<file path="config.mk">
export PLATFORM = sky130hd
export DESIGN_NAME = formic_bctl_trace_pack
export DESIGN_NICKNAME = d
export VERILOG_FILES = /design/src/rtl/formic_bctl_trace_pack_pkg.sv /design/src/rtl/formic_bctl_trace_wrptr.sv /design/src/rtl/formic_bctl_trace_pack.sv
export SDC_FILE = /design/constraint.sdc
export NUM_CORES = 1
export LEC_CHECK = 0
export CORE_UTILIZATION = 25
export DETAILED_ROUTE_END_ITERATION = 6
export PLACE_DENSITY = 0.54
export SLEW_MARGIN = 40
export SYNTH_ARGS = -nofsm -noshare
export SYNTH_HDL_FRONTEND = slang
export SYNTH_SLANG_ARGS = --single-unit
export TNS_END_PERCENT = 10
</file>
<file path="constraint.sdc">
create_clock -name clk -period 2.68 [get_ports clk]
set_clock_uncertainty 0.1 [all_clocks]
set_input_delay 0.536 -clock clk [delete_from_list [all_inputs] [get_ports clk]]
set_output_delay 0.536 -clock clk [all_outputs]
set_load 0.005 [all_outputs]
</file>
<file path="src/rtl/formic_bctl_trace_pack_pkg.sv">
`default_nettype none
// +----------------------------------------------------------------------------+
// | Module   : formic_bctl_trace_pack_pkg                                      |
// | Purpose  : Shared FSM encodings, record geometry and packing helper.       |
// | Revision : 1.0  initial release                                            |
// +----------------------------------------------------------------------------+
package formic_bctl_trace_pack_pkg;

    localparam int RECORD_BYTES = 8;
    localparam int WORD_W       = 64;
    localparam int TSTAMP_W     = 32;
    localparam int BCNT_W       = 3;

    typedef enum logic [3:0] {
        IdleSt = 4'b0001,
        CollSt = 4'b0010,
        WrSt   = 4'b0100,
        TsSt   = 4'b1000
    } state_t;

    // Byte 0 of a record lands in the most significant byte of the word.
    function automatic logic [WORD_W-1:0] insert_byte(
        input logic [WORD_W-1:0] word,
        input logic [BCNT_W-1:0] idx,
        input logic [7:0]        b
    );
        logic [WORD_W-1:0] w_word;
        w_word = word;
        w_word[WORD_W-1-8*int'(idx) -: 8] = b;
        return w_word;
    endfunction

endpackage
`default_nettype wire

</file>
<file path="src/rtl/formic_bctl_trace_wrptr.sv">
`default_nettype none
// +----------------------------------------------------------------------------+
// | Module   : formic_bctl_trace_wrptr                                         |
// | Purpose  : Circular trace-buffer write pointer with sticky wrapped flag.   |
// | Revision : 1.0  initial release                                            |
// +----------------------------------------------------------------------------+
module formic_bctl_trace_wrptr #(
    parameter int AW = 10
) (
    input  logic          clk,
    input  logic          rst,
    input  logic          i_adv,
    input  logic [AW-1:0] i_last,
    output logic [AW-1:0] o_ptr,
    output logic          o_wrapped
);

    logic [AW-1:0] r_ptr;
    logic          r_wrapped;

    // >= so a pointer stranded beyond a shrunken buffer end returns to 0.
    always_ff @(posedge clk) begin
        if (rst) begin
            r_ptr     <= '0;
            r_wrapped <= 1'b0;
        end else if (i_adv) begin
            if (r_ptr >= i_last) begin
                r_ptr     <= '0;
                r_wrapped <= 1'b1;
            end else begin
                r_ptr <= r_ptr + AW'(1);
            end
        end
    end

    assign o_ptr     = r_ptr;
    assign o_wrapped = r_wrapped;

endmodule
`default_nettype wire

</file>
<file path="src/rtl/formic_bctl_trace_pack.sv">
`default_nettype none
// +----------------------------------------------------------------------------+
// | Module   : formic_bctl_trace_pack                                          |
// | Purpose  : Packs 8-byte trace records into 64-bit circular-buffer writes   |
// |            and counts upstream drops. Define TRACE_TSTAMP_EN to append a   |
// |            {timestamp, drop count} word after each record.                 |
// | Revision : 1.0  initial release                                            |
// +----------------------------------------------------------------------------+
module formic_bctl_trace_pack
    import formic_bctl_trace_pack_pkg::*;
#(
    parameter int AW     = 10,
    parameter int DCNT_W = 16
) (
    input  logic              clk,
    input  logic              rst,
    input  logic [7:0]        i_data,
    input  logic              i_data_valid,
    output logic              o_deq,
    input  logic              i_drop,
    input  logic              i_enable,
    input  logic [AW-1:0]     i_buf_last,
    output logic              o_wr_req,
    output logic [AW-1:0]     o_wr_adr,
    output logic [63:0]       o_wr_data,
    input  logic              i_wr_ack,
    output logic [AW-1:0]     o_wr_ptr,
    output logic              o_wrapped,
    output logic [DCNT_W-1:0] o_drop_cnt
);

    state_t              r_state;
    state_t              w_next_state;
    logic [BCNT_W-1:0]   r_byte_cnt;
    logic [WORD_W-1:0]   r_rec;
    logic [WORD_W-1:0]   r_wr_data;
    logic                r_wr_req;
    logic [DCNT_W-1:0]   r_drop_cnt;
    logic                w_deq;
    logic                w_ack;
    logic                w_first_byte;

    assign w_deq        = (r_state == CollSt) & i_data_valid;
    assign w_ack        = r_wr_req & i_wr_ack;
    assign w_first_byte = w_deq & (r_byte_cnt == '0);

    always_comb begin
        w_next_state = r_state;
        case (r_state)
            IdleSt: if (i_enable) w_next_state = CollSt;
            CollSt: if (w_deq && r_byte_cnt == BCNT_W'(RECORD_BYTES-1)) w_next_state = WrSt;
`ifdef TRACE_TSTAMP_EN
            WrSt:   if (w_ack) w_next_state = TsSt;
`else
            WrSt:   if (w_ack) w_next_state = IdleSt;
`endif
            TsSt:   if (w_ack) w_next_state = IdleSt;
            default: w_next_state = IdleSt;
        endcase
    end

`ifdef TRACE_TSTAMP_EN
    logic [TSTAMP_W-1:0] r_tstamp;
    logic [TSTAMP_W-1:0] r_tstamp_lat;

    always_ff @(posedge clk) begin
        if (rst) begin
            r_tstamp     <= '0;
            r_tstamp_lat <= '0;
        end else begin
            r_tstamp <= r_tstamp + TSTAMP_W'(1);
            if (w_first_byte) r_tstamp_lat <= r_tstamp;
        end
    end
`endif

    always_ff @(posedge clk) begin
        if (rst) begin
            r_state    <= IdleSt;
            r_byte_cnt <= '0;
            r_rec      <= '0;
            r_wr_data  <= '0;
            r_wr_req   <= 1'b0;
            r_drop_cnt <= '0;
        end else begin
            r_state  <= w_next_state;
            r_wr_req <= (w_next_state == WrSt) || (w_next_state == TsSt);
            if (w_deq) begin
                r_rec      <= insert_byte(r_rec, r_byte_cnt, i_data);
                r_byte_cnt <= r_byte_cnt + BCNT_W'(1);
            end
            if (w_first_byte && i_drop && (r_drop_cnt != '1))
                r_drop_cnt <= r_drop_cnt + DCNT_W'(1);
            // Output word is frozen here so it stays stable for the whole request.
            if (r_state == CollSt && w_next_state == WrSt)
                r_wr_data <= insert_byte(r_rec, r_byte_cnt, i_data);
`ifdef TRACE_TSTAMP_EN
            if (r_state == WrSt && w_next_state == TsSt)
                r_wr_data <= {r_tstamp_lat, 32'(r_drop_cnt)};
`endif
        end
    end

    formic_bctl_trace_wrptr #(
        .AW (AW)
    ) u_wrptr (
        .clk       (clk),
        .rst       (rst),
        .i_adv     (w_ack),
        .i_last    (i_buf_last),
        .o_ptr     (o_wr_ptr),
        .o_wrapped (o_wrapped)
    );

    assign o_deq      = w_deq;
    assign o_wr_req   = r_wr_req;
    assign o_wr_adr   = o_wr_ptr;
    assign o_wr_data  = r_wr_data;
    assign o_drop_cnt = r_drop_cnt;

endmodule
`default_nettype wire

</file>
==> results of run 1 <==
registers in the layout, summed over array words and instances, names as in the netlist:
name,count
u_wrptr.o_ptr,10
o_wr_data,64
o_drop_cnt,16
r_rec,56
u_wrptr.o_wrapped,1
r_byte_cnt,3
r_state,4
o_wr_req,1
cell families (layout without fill, tap and decap cells):
family / after synthesis / in the layout / share of synthesized area, %
adders and majority gates: 18 / 18 / 3.20
muxes: 50 / 50 / 7.14
AOI/OAI and AO/OA: 159 / 159 / 14.7
and+or+nand+nor: 323 / 323 / 22.4
DFF: 155 / 155 / 44.1
buffers and inverters: 86 / 201 / 5.82
xor gates and xnor gates: 21 / 21 / 2.62
routing by layer:
layer | vias to the layer above | track usage, %
li1 | 3050 | -
met1 | 2718 | 18.3
met2 | 128 | 21.2
met3 | 2 | 3.40
met4 | 0 | 2.51
met5 | - | 0
power groups by stage:
stage          combinational, mW  clock, mW  sequential [mW]
3_5_place_dp               0.194          0             2.37
3_3_place_gp               0.193          0             2.37
5_1_grt                    0.211       2.45             2.32
2_1_floorplan              0.101          0             2.37
6_report                   0.193       2.27             2.32
4_1_cts                    0.195       2.35             2.32
worst register-to-register path: stages, from the launching register on:
cell and delay [ps]:
dfxtp_1 310, inv_1 150, ha_1 200, nor2b_1 360
nand4_2 260, buf_4 240, a21oi_1 230, mux2i_1 220
nor2_1 50
path summary, 6_finish.rpt:
check	cells after the start	to	slack [ps]
setup / recovery	3	o_deq	140
hold / removal	2	r_rec[23]	350
setup reg to reg	8	o_drop_cnt[1]	450
hold reg to reg	2	r_rec[23]	350
placed cells by master (no fill, tap or decap), types with 4 or more instances in the layout:
cell,instances
dfxtp_1,155
clkdlybuf4s50_1,125
nor2_1,97
nand2_1,86
a21oi_1,74
a211oi_1,70
nand3_1,58
mux2i_1,49
and3_1,25
buf_4,25
ha_1,18
xnor2_1,17
clkbuf_16,17
inv_1,16
nor2b_1,12
and2_1,7
nand4_1,7
and4_1,6
nor3_1,4
o21ai_0,4
xor2_1,4
clkinvlp_4,4
buf_12,4
stage by stage:
stage | setup TNS, ps | hold WS, ps
floorplan | 0 | 336
global placement | -14.9 | 341
detailed placement | -342 | 346
CTS | 0 | 354
global route | 0 | 367
finish | 0 | 353
repair_timing:
item | CTS | global route
hold buffers | 0 | 0
gates resized for setup | 1 | 0
setup buffers | 0 | 1
pin swaps | 0 | 1
endpoints found under the setup margin | 1 | 1
cell type report:
class	count	area share, %
clock buffer	21	4.88
clock inverter	10	1.04
inverter	16	0.651
multi-input combinational	571	38.2
sequential	155	33.6
tap	378	5.13
timing repair buffer	154	16.5
==> out/qor.log, run 1 <==
INFO  setup_path     worst_path_dominant_cell_family=simple AND/OR/NAND/NOR gates
INFO  place          dpl.cell_count=1273
INFO  synth          syn_area_per_cell=8.66squm
INFO  clock_network  cts_tree=built
INFO  cells_and_area nets=957
INFO  power          p_leak=3.04nW
INFO  synth          yosysSeqAreaShare=44.1%
INFO  drt            postRouteAntennaNets=0
INFO  cells_and_area area_growth_syn_to_layout=31.3%
INFO  clock_network  htree_levels=4
INFO  synth          syn_area=0.00703sqmm
INFO  synth          ys_types=45
INFO  setup_path     crit_fanout=5
INFO  synth          synth.cells.most_frequent=dfxtp_1 (155), nor2_1 (97), nand2_1 (86), a21oi_1 (74), a211oi_1 (70)
INFO  drt            vias=5898
INFO  synth          synth.most_common_cell=dfxtp_1
INFO  power          seqPwrFrac=48.5%
INFO  drt            wl_per_cell=14.6um
INFO  cells_and_area final-seq-area=0.00310sqmm
INFO  setup_path     worstSetupStartpoint=r_state[2]
INFO  setup_path     worstPathRequired=2040ps
INFO  power          internal_power=3.69mW
INFO  synth          yosys.area.top_type_share=44.1%
INFO  clock_network  clockRootBuffer=clkbuf_16
INFO  place          hpwlAfterDp=13.1mm
INFO  setup_path     worst_r2r_startpoint=r_byte_cnt[1]
INFO  drt            vias_per_cell=4.52
INFO  global_route   grt_usage=13.4%
INFO  synth          synth_cells=812
INFO  global_route   grt_pass1_wl=30.4mm
INFO  setup_path     critical_path_arrival=1900ps
INFO  global_route   antenna_found_initial=0
INFO  drt            detailroute.wirelength.met3=1.04mm
INFO  timing         layout_setup_ws=145ps
INFO  drt            route.top_layer_used=met4
INFO  power          max-vdd-ir-drop=0.321mV
INFO  drt            detailedRoute.firstIterationViolations=322
INFO  setup_path     critical_path.endpoint_type=primary output
INFO  place          gp_congestion=0.809
INFO  global_route   grt.overflow.total=0
INFO  timing         setup_viol=0
INFO  global_route   grt_max_degree=82
INFO  power          total_power=4.78mW
INFO  floorplan      floorplan.io_pins=127
INFO  synth          fraction_of_registers_with_async_set_reset=0%
INFO  timing         clock.fmax=0.394GHz
INFO  cells_and_area layout.core_utilization=33.3%
INFO  timing         relative_slew_slack=48.4%
INFO  drt            detail_route.first_pass.iterations=7
INFO  place          quantity_of_i_o_buffers_inserted_on_ports=126
INFO  timing         final.min_clock_period=2540ps
INFO  setup_path     cp_num_buf_inv=1
INFO  cells_and_area fin_area=0.00923sqmm
INFO  drt            drc=0
INFO  floorplan      initial_utilization=25.4%
INFO  timing         grt_setup_unrepaired=false
INFO  power          clockPowerShare=47.5%
INFO  setup_path     cpPeakStageDelay=510ps
INFO  floorplan      die_w=170um
INFO  floorplan      dieArea=0.0288sqmm
INFO  cells_and_area n_antenna_cell=0
INFO  run_status     status=finished, final reports clean
INFO  synth          postSynthRegisterBits=155
INFO  setup_path     startpoint_type=register
INFO  setup_path     timing.setup.critical_path_class=reg -> out
INFO  global_route   via_count_of_the_first_global_routing_pass=5537
INFO  cells_and_area finish.cell_count_without_fillers=1305
INFO  cells_and_area multi_input_area=0.00353sqmm
INFO  clock_network  cts_sinks=155
INFO  setup_path     critPathSlowestCell=clkdlybuf4s50_1
INFO  timing         hold_violations=0
INFO  synth          yosys-top-cells-area=dfxtp_1 (44%), a211oi_1 (7.5%), mux2i_1 (7.0%)
INFO  power          power.share.combinational=4.0%
INFO  job            drv.max_cap_violation_count=0
INFO  clock_network  number_of_cts_inserted_buffers=17
INFO  power          switching_share=22.9%
INFO  place          dpl-instance-area=0.00867sqmm
INFO  synth          synth_enable_flop_cells=0
INFO  clock_network  clkLatencyLatePin=420ps
INFO  drt            routed_wirelength=19.0mm
INFO  cells_and_area drive_above_1_share=7.55%
INFO  power          pwr_density_cell=518mW/mm^2
INFO  hold_path      hold_class=reg -> reg
INFO  drt            wl_met2=8.82mm
INFO  setup_path     critical_path.cell_chain=nor4b_4 > and2_4 > clkdlybuf4s50_1
INFO  synth          synth-main-ff-cell=dfxtp_1
INFO  cells_and_area fillers=2875
INFO  synth          synthesis.nets=854
INFO  floorplan      design.core.area=0.0277sqmm
INFO  clock_network  clk_transition_reported_paths=70ps
INFO  timing         final_max_slew_viol_count=0
INFO  synth          synth-warning-count=0
INFO  clock_network  maximum_clock_path_buffer_count=2
INFO  synth          yosys.area.top_type=dfxtp_1
INFO  floorplan      row_count=61
INFO  hold_path      holdCritStartpoint=r_rec[23]
INFO  timing         worst_slew_pin_slew=775ps
INFO  drt            drt-met1-wl=9.15mm
INFO  power          power.net_switching=1.09mW
INFO  floorplan      die_height=170um
INFO  place          dp_worst_setup_slack=-76.6ps
INFO  timing         period_share=94.6%
No activity file was read; power rests on OpenSTA's default activity.
==> inputs of run 2 (changes only) <==
--- a/config.mk
+++ b/config.mk
@@ -11,5 +11,6 @@
 export SLEW_MARGIN = 40
 export SYNTH_ARGS = -nofsm -noshare
 export SYNTH_HDL_FRONTEND = slang
+export SYNTH_HIERARCHICAL = 1
 export SYNTH_SLANG_ARGS = --single-unit
 export TNS_END_PERCENT = 10
==> run 2 against run 1 <==
Against the previous run:
- via count grew 4.0%
- design area grew 1.4%
- register-to-register slack lost 210 ps
- clock power grew 8%
- flip-flop and latch count is the same
- hold slack gained 1.1 ps
- highest routed layer unchanged
- critical path depth grew 3
- non-clock buffer count grew 7
- sequential share of layout area shrank 0.47 points
- area after synthesis shrank 0.18%
==> out/qor.log, run 2 <==
INFO  job            drv.max_cap_violation_count=0
INFO  clock_network  clockRootBuffer=clkbuf_16
INFO  setup_path     critical_path.reg2reg.endpoint=o_drop_cnt[11]
INFO  timing         hold_violations=0
INFO  place          gp_congestion=0.740
INFO  synth          yosys.area.top_type_share=44.2%
INFO  cells_and_area final_common_cell=dfxtp_1
INFO  timing         layout_setup_ws=238ps
INFO  setup_path     critical_path_arrival=2690ps
INFO  global_route   grt_pass1_wl=31.6mm
INFO  setup_path     critical_path.cell_chain=inv_1 > ha_1 > or4b_1 > or4_4 > or4_1 > a21oi_1
INFO  timing         final.min_clock_period=2440ps
INFO  timing         relative_slew_slack=56.0%
INFO  floorplan      initial_utilization=25.8%
INFO  floorplan      die_height=170um
INFO  drt            detailedRoute.firstIterationViolations=471
INFO  place          dp_worst_setup_slack=-22.1ps
INFO  setup_path     timing.setup.critical_path_class=reg -> reg
INFO  synth          synth_cells=803
INFO  synth          syn_area_per_cell=8.74squm
INFO  synth          postSynthRegisterBits=155
INFO  power          seqPwrFrac=46.1%
INFO  run_status     status=finished, final reports clean
INFO  clock_network  maximum_clock_path_buffer_count=2
INFO  cells_and_area final_cell_mix=dfxtp_1 (155), clkdlybuf4s50_1 (124), nor2_1 (122)
INFO  synth          fraction_of_registers_with_async_set_reset=0%
INFO  setup_path     critPathSlowestCell=or4_4
INFO  cells_and_area area_growth_syn_to_layout=33.3%
INFO  timing         clock.fmax=0.409GHz
INFO  drt            wl_per_cell=15.3um
INFO  floorplan      design.core.area=0.0273sqmm
INFO  setup_path     cpPeakStageDelay=580ps
INFO  floorplan      floorplan.io_pins=127
INFO  power          clockPowerShare=48.8%
INFO  synth          synth_enable_flop_cells=0
INFO  clock_network  clkLatencyLatePin=420ps
INFO  global_route   busiest_layer=met2
INFO  global_route   via_count_of_the_first_global_routing_pass=5610
INFO  timing         worst_slew_pin_slew=659ps
INFO  global_route   grt_use_met2=22.2%
INFO  global_route   antenna_found_initial=0
INFO  hold_path      holdCritStartpoint=o_wr_data[3]
INFO  timing         setup_viol=0
INFO  synth          synth.cells.most_frequent=dfxtp_1 (155), nor2_1 (122), mux2i_1 (64), nand2_1 (63), nand3_1 (49)
INFO  setup_path     worstPathRequired=2930ps
INFO  place          hpwlAfterDp=13.6mm
INFO  synth          syn_area=0.00702sqmm
INFO  timing         period_share=91.1%
INFO  synth          yosys.area.top_type=dfxtp_1
INFO  setup_path     r2r.worst_path.cells=6
INFO  global_route   met3_usage=2.92%
INFO  global_route   grt_usage=14.1%
INFO  synth          synth.most_common_cell=dfxtp_1
INFO  floorplan      dieArea=0.0287sqmm
INFO  synth          yosys-top-cells-area=dfxtp_1 (44%), mux2i_1 (9.1%), nor2_1 (6.5%)
INFO  global_route   grt.overflow.total=0
INFO  timing         grt_setup_unrepaired=false
INFO  setup_path     worst_r2r_startpoint=r_byte_cnt[0]
INFO  drt            routed_wirelength=19.8mm
INFO  place          quantity_of_i_o_buffers_inserted_on_ports=126
INFO  synth          synth-warning-count=6
INFO  setup_path     regToRegSetupSlack=240ps
INFO  cells_and_area final-seq-area=0.00310sqmm
INFO  hold_path      whs_endpoint=o_wr_data[3]
INFO  drt            vias_per_cell=4.73
INFO  setup_path     critical_path.endpoint_type=register
INFO  hold_path      hold_class=reg -> reg
INFO  floorplan      row_count=60
INFO  cells_and_area drive_above_1_share=8.00%
INFO  clock_network  cts_sinks=155
INFO  cells_and_area n_antenna_cell=0
INFO  synth          synth-main-ff-cell=dfxtp_1
INFO  drt            drc=0
INFO  drt            vias=6133
INFO  power          pwr_density_cell=538mW/mm^2
INFO  global_route   grt_max_degree=59
INFO  synth          synthesis.nets=845
INFO  setup_path     crit_fanout=7
INFO  drt            postRouteAntennaNets=0
INFO  global_route   global_route.usage.met1=19.2%
INFO  clock_network  clk_transition_reported_paths=60ps
INFO  hold_path      timing.hold.worst_path_depth=2
INFO  setup_path     startpoint_type=register
INFO  drt            detail_route.first_pass.iterations=5
INFO  floorplan      die_w=170um
INFO  synth          ys_types=52
INFO  cells_and_area largest_reg_flops=64
INFO  power          internal_power=3.84mW
INFO  synth          yosysSeqAreaShare=44.2%
INFO  clock_network  cts_tree=built
INFO  power          p_leak=3.55nW
INFO  cells_and_area fillers=2779
INFO  cells_and_area multi_input_area=0.00353sqmm
INFO  cells_and_area layout.core_utilization=34.3%
INFO  clock_network  htree_levels=4
INFO  power          power.net_switching=1.20mW
INFO  clock_network  number_of_cts_inserted_buffers=17
INFO  power          max-vdd-ir-drop=0.331mV
INFO  power          switching_share=23.8%
INFO  timing         final_max_slew_viol_count=0
INFO  power          power.share.combinational=5.1%
INFO  cells_and_area nets=954
==> run 2: per-stage QoR <==
stage / hold slack, ps / cells / power, mW / area [sq um] / setup TNS [ps]
after floorplan: 336 / 803 / 2.50 / 7030 / 0
final: 354 / 1297 / 5.04 / 9360 / 0
after detailed placement: 344 / 1263 / 2.63 / 8740 / -73.2
after CTS: 353 / 1297 / 5.11 / 9350 / 0
after global routing: 380 / 1297 / 5.25 / 9360 / 0
after global placement: 340 / 1263 / 2.63 / 8740 / -7.60
==> run 2: cell type report <==
cell class | count | area share [%]
timing repair buffer | 161 | 16.9
inverter | 20 | 0.802
sequential | 155 | 33.2
tap | 372 | 4.97
clock inverter | 13 | 1.64
multi-input combinational | 557 | 37.8
clock buffer | 19 | 4.73
==> run 2: cell families (layout without fill, tap and decap cells) <==
group,Yosys count,count (layout),share of synthesized area (%)
AO/OA/AOI/OAI,133,133,13.7
XOR/XNOR,10,10,1.25
adder cells (fa/ha/maj),18,18,3.21
buffers and inverters,91,213,5.63
flip-flops,155,155,44.2
multiplexers,66,66,9.45
AND/OR/NAND/NOR,330,330,22.6
==> run 2: power by group through the flow <==
stage | Sequential (mW) | Clock (mW) | Combinational [mW]
after floorplan | 2.37 | 0 | 0.133
after global placement | 2.37 | 0 | 0.256
after detailed placement | 2.37 | 0 | 0.257
after CTS | 2.32 | 2.53 | 0.260
after global routing | 2.32 | 2.65 | 0.278
final | 2.32 | 2.46 | 0.256
==> run 2: worst max-delay path by stage <==
stage,startpoint,end
6_report,r_byte_cnt[0],o_drop_cnt[11]
5_1_grt,r_byte_cnt[0],o_drop_cnt[11]
4_1_cts,r_byte_cnt[0],o_drop_cnt[11]
3_5_place_dp,i_buf_last[4],u_wrptr/o_ptr[2]
3_3_place_gp,i_buf_last[3],u_wrptr/o_ptr[2]
2_1_floorplan,r_byte_cnt[1],o_drop_cnt[11]
==> run 2: critical path: cells and delay by family, from the launching register on <==
kind | cells | cell delay [ps]
AO/OA/AOI/OAI | 1 | 150
adder cells (fa/ha/maj) | 1 | 200
buffers and inverters | 1 | 70
flip-flops | 1 | 310
AND/OR/NAND/NOR | 3 | 1550
==> run 2: routing by layer <==
layer / wire, um / vias to the layer above
met2: 9470 / 125
li1: - / 3091
met4: 176 / 0
met3: 727 / 12
met1: 9470 / 2905
met5: 0 / -
==> run 2: timing repair <==
action,in CTS,in global routing
hold buffers,0,0
setup endpoints to repair,1,1
buffers inserted,2,0
cloned,0,0
pin swaps,1,0
resized for setup,1,1
